--- config.mk ---
export PLATFORM = sky130hd
export DESIGN_NAME = button_conditioner
export DESIGN_NICKNAME = d
export VERILOG_FILES = /design/src/rtl/button_conditioner.sv
export SDC_FILE = /design/constraint.sdc
export NUM_CORES = 1
export LEC_CHECK = 0
export BUFFER_PORTS_ARGS = -buffer_cell sky130_fd_sc_hd__buf_2
export CELL_PAD_IN_SITES_DETAIL_PLACEMENT = 0
export CELL_PAD_IN_SITES_GLOBAL_PLACEMENT = 1
export CORE_ASPECT_RATIO = 0.8
export CORE_MARGIN = 1
export CORE_UTILIZATION = 40
export DETAILED_ROUTE_END_ITERATION = 12
export GPL_TIMING_DRIVEN = 1
export PLACE_DENSITY_LB_ADDON = 0.1
export SYNTH_ARGS = -nofsm -noshare
export SYNTH_HDL_FRONTEND = slang
export SYNTH_SLANG_ARGS = --single-unit
export TNS_END_PERCENT = 1
--- constraint.sdc ---
create_clock -name clk_clk -period 2.5 [get_ports clk_clk]
set_clock_uncertainty 0.05 [all_clocks]
set_input_delay 0.375 -clock clk_clk [delete_from_list [all_inputs] [get_ports clk_clk]]
set_output_delay 0.375 -clock clk_clk [all_outputs]
set_load 0.05 [all_outputs]
--- src/rtl/button_conditioner.sv ---
// Pushbutton front end: 2-flop sync, debounce, press/auto-repeat events per key.
// Each channel exposes {event_count[5:0], event_toggle, pressed} for software polling.
module button_conditioner #(
   parameter int         DEBOUNCE_CYC = 1_000_000,
   parameter int         HOLD_CYC     = 25_000_000,
   parameter int         REPEAT_CYC   = 10_000_000,
   parameter logic [3:0] REPEAT_MASK  = 4'b1110
) (
   input  logic       clk_clk,
   input  logic       reset_reset_n,
   input  logic [3:0] btn_n_in,
   output logic [7:0] set_mode_button_export,
   output logic [7:0] inc_hour_button_export,
   output logic [7:0] inc_min_button_export,
   output logic [7:0] inc_sec_button_export
);

   localparam int DW   = (DEBOUNCE_CYC > 1) ? $clog2(DEBOUNCE_CYC) : 1;
   localparam int HMAX = (HOLD_CYC > REPEAT_CYC) ? HOLD_CYC : REPEAT_CYC;
   localparam int HW   = (HMAX > 1) ? $clog2(HMAX) : 1;

   localparam logic [DW-1:0] DB_LAST   = DW'(DEBOUNCE_CYC - 1);
   localparam logic [HW-1:0] HOLD_LAST = HW'(HOLD_CYC - 1);
   localparam logic [HW-1:0] REP_LAST  = HW'(REPEAT_CYC - 1);

   typedef enum logic [1:0] {
      ST_RELEASED = 2'd0,
      ST_HELD     = 2'd1,
      ST_REPEAT   = 2'd2
   } state_e;

   logic [7:0] word_s [4];

   for (genvar g = 0; g < 4; g++) begin : g_ch
      logic [1:0]    sync_q;
      logic          stable_q;
      logic          stable_d;
      logic [DW-1:0] db_cnt_q;
      logic [DW-1:0] db_cnt_d;
      logic [HW-1:0] hold_cnt_q;
      state_e        state_q;
      logic          evt_q;
      logic [7:0]    word_q;
      logic          pressed;
      logic          mismatch;
      logic          accept;

      assign pressed  = ~sync_q[1];
      assign mismatch = pressed ^ stable_q;
      assign accept   = mismatch && (db_cnt_q == DB_LAST);

      always_ff @(posedge clk_clk or negedge reset_reset_n) begin
         if (!reset_reset_n) begin
            sync_q <= 2'b11;
         end else begin
            sync_q <= {sync_q[0], btn_n_in[g]};
         end
      end

      // A change is taken only after DEBOUNCE_CYC consecutive mismatching cycles.
      always_comb begin
         stable_d = stable_q;
         db_cnt_d = '0;
         if (!mismatch) begin
            db_cnt_d = '0;
         end else if (accept) begin
            stable_d = pressed;
            db_cnt_d = '0;
         end else begin
            db_cnt_d = db_cnt_q + DW'(1);
         end
      end

      always_ff @(posedge clk_clk or negedge reset_reset_n) begin
         if (!reset_reset_n) begin
            stable_q <= 1'b0;
            db_cnt_q <= '0;
         end else begin
            stable_q <= stable_d;
            db_cnt_q <= db_cnt_d;
         end
      end

      // Release is checked first so it beats a repeat due in the same cycle.
      always_ff @(posedge clk_clk or negedge reset_reset_n) begin
         if (!reset_reset_n) begin
            state_q    <= ST_RELEASED;
            hold_cnt_q <= '0;
            evt_q      <= 1'b0;
         end else begin
            evt_q <= 1'b0;
            if (accept && !pressed) begin
               state_q    <= ST_RELEASED;
               hold_cnt_q <= '0;
            end else begin
               case (state_q)
                  ST_RELEASED: begin
                     hold_cnt_q <= '0;
                     if (accept && pressed) begin
                        evt_q   <= 1'b1;
                        state_q <= ST_HELD;
                     end
                  end
                  ST_HELD: begin
                     if (REPEAT_MASK[g]) begin
                        if (hold_cnt_q == HOLD_LAST) begin
                           evt_q      <= 1'b1;
                           state_q    <= ST_REPEAT;
                           hold_cnt_q <= '0;
                        end else begin
                           hold_cnt_q <= hold_cnt_q + HW'(1);
                        end
                     end
                  end
                  ST_REPEAT: begin
                     if (hold_cnt_q == REP_LAST) begin
                        evt_q      <= 1'b1;
                        hold_cnt_q <= '0;
                     end else begin
                        hold_cnt_q <= hold_cnt_q + HW'(1);
                     end
                  end
                  default: begin
                     state_q    <= ST_RELEASED;
                     hold_cnt_q <= '0;
                  end
               endcase
            end
         end
      end

      always_ff @(posedge clk_clk or negedge reset_reset_n) begin
         if (!reset_reset_n) begin
            word_q <= 8'h00;
         end else begin
            word_q[0] <= stable_q;
            if (evt_q) begin
               word_q[1]   <= ~word_q[1];
               word_q[7:2] <= word_q[7:2] + 6'd1;
            end
         end
      end

      assign word_s[g] = word_q;
   end

   assign set_mode_button_export = word_s[0];
   assign inc_hour_button_export = word_s[1];
   assign inc_min_button_export  = word_s[2];
   assign inc_sec_button_export  = word_s[3];

endmodule

==> results.sh <==
export IMPL_status="complete, no violations"
export IMPL_yosysUniqueCellTypes=64
export IMPL_n_antenna_cell=0
export IMPL_hp_start="g_ch[2].sync_q[0]"
export IMPL_power_switching_mw=1.53
export IMPL_drc=0
export IMPL_dpl_hpwl_mm=14.0
export IMPL_layout_nets=1113
export IMPL_yosys_warnings=0
export IMPL_cts_sinks=210
export IMPL_antenna_found_initial=0
export IMPL_cts_clk_slew_worst_paths_ns=0.06
export IMPL_synthTopCellsByCount="202 x dfrtp_1, 162 x nor2_1, 91 x xnor2_1"
export IMPL_cp_slowest_cell="dfrtp_1"
export IMPL_grt_usage=0.163
export IMPL_gr_total_overflow=0
export IMPL_comb_power_share=0.021
export IMPL_post_drt_wl_per_cell_um=14.3
export IMPL_fmax_ghz=0.444
export IMPL_die_area_um2=26700
export IMPL_fin_tns_setup_ns=0
export IMPL_switching_share=0.219
export IMPL_path_delay_family="compound AO/OA/AOI/OAI gates"
export IMPL_rr_worst_depth=7
export IMPL_grt_max_degree=78
export IMPL_irDropWorstVdd_v=0.000441
export IMPL_synthTopCellsByArea="dfrtp_1 49%, xnor2_1 7.7%, xor2_1 6.2%"
export IMPL_path_class="flop to flop"
export IMPL_ys_ff_latch=210
export IMPL_core_area_um2=25400
export IMPL_chipHeight_um=146
export IMPL_internal_power_mw=5.47
export IMPL_cts_root_buf="clkbuf_16"
export IMPL_cts_tree="built"
export IMPL_hold_violations=0
export IMPL_drt_iter0_drc=344
export IMPL_min_to="g_ch[2].sync_q[1]"
export IMPL_clk_insertion_delay_late_ns=0.51
export IMPL_syn_num_nets=1048
export IMPL_cp_required_ns=2.88
export IMPL_end_kind="flop"
export IMPL_grt_pass1_vias=7181
export IMPL_syn_to_final_growth_pct=14.5
export IMPL_setup_viol=0
export IMPL_start_util=0.409
export IMPL_leakage_nw=5.01
export IMPL_min_path_type="flop to flop"
export IMPL_die_width_um=182
export IMPL_fin_crit_sh=0.900
export IMPL_port_buffers=37
export IMPL_viasPerCell=4.99
export IMPL_cts_max_path_buffers=3
export IMPL_cpPeakStageDelay_ns=0.44
export IMPL_syn_avg_cell_area_um2=10.2
export IMPL_post_synth_top_count_cell="dfrtp_1"
export IMPL_cp_start_kind="flop"
export IMPL_place_congestion=0.760
export IMPL_maxCapViolCount=0
export IMPL_ys_seq_area_frac=0.506
export IMPL_cts_htree_levels=1
export IMPL_r2r_end="g_ch[2].state_q[1]"
export IMPL_synth_top_area_cell="dfrtp_1"
export IMPL_async_reset_ff_frac=1.00
export IMPL_reg2reg_slack_ns=0.25
export IMPL_p_total_mw=7.00
export IMPL_drtPass1Iterations=4
export IMPL_seqPwrFrac=0.493
export IMPL_worst_pin_slew_ns=0.691
export IMPL_rsz0062_at_grt="false"
export IMPL_max_slew_margin_rel=0.536
export IMPL_layout_drive_gt1_share=0.136
export IMPL_syn_area_um2=10400
export IMPL_grt_pass1_wl_mm=36.4
export IMPL_crit_buf_inv=2
export IMPL_period_needed_ns=2.25
export IMPL_drtAntennaViolNets=0
export IMPL_routed_wl_mm=20.8
export IMPL_synthFlopType="dfrtp_1"
export IMPL_row_count=52
export IMPL_r2r_start="g_ch[2].state_q[0]"
export IMPL_synth_cells=1016
export IMPL_cts_buffers_inserted=24
export IMPL_cp_max_fo=6
export IMPL_synth_top_area_share=0.485
export IMPL_ioPinCount=38
export IMPL_critPathArrivalTime_ns=2.63
export IMPL_finalMaxSlewViolations=0
export IMPL_power_density_nw_per_um2=587
export IMPL_crit_chain="inv_1 > ha_1 > or3_1 > o32ai_1 > buf_4 > a21boi_0 > mux2i_1"
export IMPL_vias=7234
export IMPL_synth_edf_count=0
export IMPL_p_clk_frac=0.487
export IMPL_worstHoldPathCells=0
power by group through the flow:
stage,registers (mW),logic (mW),clock network (mW)
6_report,3.45,0.146,3.41
5_1_grt,3.45,0.172,3.66
4_1_cts,3.45,0.154,3.55
3_5_place_dp,3.51,0.147,0
3_3_place_gp,3.51,0.148,0
2_1_floorplan,3.51,0.0446,0
per-stage QoR:
| stage | instances | util | setup slack (ns) | hold slack [ns] | cell area [µm²] |
|---|---|---|---|---|---|
| after floorplan | 1016 | - | 0.499 | 0.0294 | 10400 |
| after global placement | 1401 | 0.436 | 0.333 | 0.296 | 11100 |
| after detailed placement | 1401 | 0.436 | 0.295 | 0.297 | 11100 |
| after CTS | 1450 | 0.469 | 0.263 | 0.306 | 11900 |
| after global routing | 1450 | 0.469 | 0.0937 | 0.306 | 11900 |
| final | 1450 | 0.469 | 0.250 | 0.305 | 11900 |
cell usage in the layout, fill, tap and decap left out, types with 3 or more instances in the layout:
master / count
mux2_2: 4
nor4b_1: 8
nand4_1: 47
nand4b_1: 4
inv_1: 25
or4_1: 6
and4_1: 18
clkbuf_16: 25
clkinv_2: 9
buf_4: 17
nor3b_1: 6
o21a_1: 3
dfstp_2: 8
nor4_2: 3
xnor2_1: 91
and3_1: 25
dlygate4sd3_1: 5
dfrtp_1: 202
nand3_1: 65
clkbuf_8: 6
ha_1: 26
nor2_2: 20
buf_12: 3
or3_1: 5
and4b_1: 3
a21oi_1: 10
buf_2: 36
nor3_1: 34
and2_1: 3
o21ai_0: 8
xor2_1: 74
mux2i_1: 3
nand2_1: 71
nand2b_1: 3
o31ai_1: 3
nor2_1: 162
nor4_1: 17
metal layers:
metal  GRT usage  vias up  wire, µm  part of all wire
li1            -     3671         -                 -
met1       0.250     3446     11200              0.54
met2       0.239       81      8490              0.41
met3      0.0242       36       646             0.031
met4      0.0387        0       421             0.020
met5           0        -         0                 0
registers in the layout (all words and copies together), names as in the netlist:
signal,flops
g_ch.state_q,7
g_ch.sync_q,8
g_ch.evt_q,4
g_ch.hold_cnt_q,75
inc_hour_button_export,8
inc_min_button_export,8
inc_sec_button_export,8
g_ch.db_cnt_q,80
g_ch.stable_q,4
set_mode_button_export,8
area by class of cell:
class	count	area, µm²
clock buffers	33	716
clock inverters	11	62.6
fillers	2398	13500
inverters	25	93.8
multi-input cells	758	4910
flip-flops and latches	210	5270
well taps	351	439
repair buffers	62	433
worst max path at each step:
stage | startpoint | to | slack, ns | cells after the start
global placement | g_ch[2].state_q[0] | g_ch[2].state_q[1] | 0.33 | 7
floorplan | g_ch[2].db_cnt_q[10] | g_ch[2].hold_cnt_q[5] | 0.50 | 6
global route | g_ch[2].state_q[0] | g_ch[2].state_q[1] | 0.09 | 7
finish | g_ch[2].state_q[0] | g_ch[2].state_q[1] | 0.25 | 7
detailed placement | g_ch[3].db_cnt_q[0] | g_ch[3].hold_cnt_q[14] | 0.29 | 7
CTS | g_ch[2].state_q[0] | g_ch[2].state_q[1] | 0.26 | 7
kinds of logic after synthesis:
group | after synthesis | share of synthesized area
AO/OA/AOI/OAI | 42 | 0.0300
XOR/XNOR | 165 | 0.139
adder cells (fa/ha/maj) | 26 | 0.0312
buffers and inverters | 48 | 0.0229
flip-flops | 210 | 0.506
multiplexers | 7 | 0.00721
AND/OR/NAND/NOR | 518 | 0.264
repair_timing:
action / in CTS / in global routing
gates resized for setup: 0 / 0
hold buffers: 5 / 0
endpoints found under the hold margin: 74 / 0
setup buffers: 0 / 0
Power figures use the tool's default switching activity.
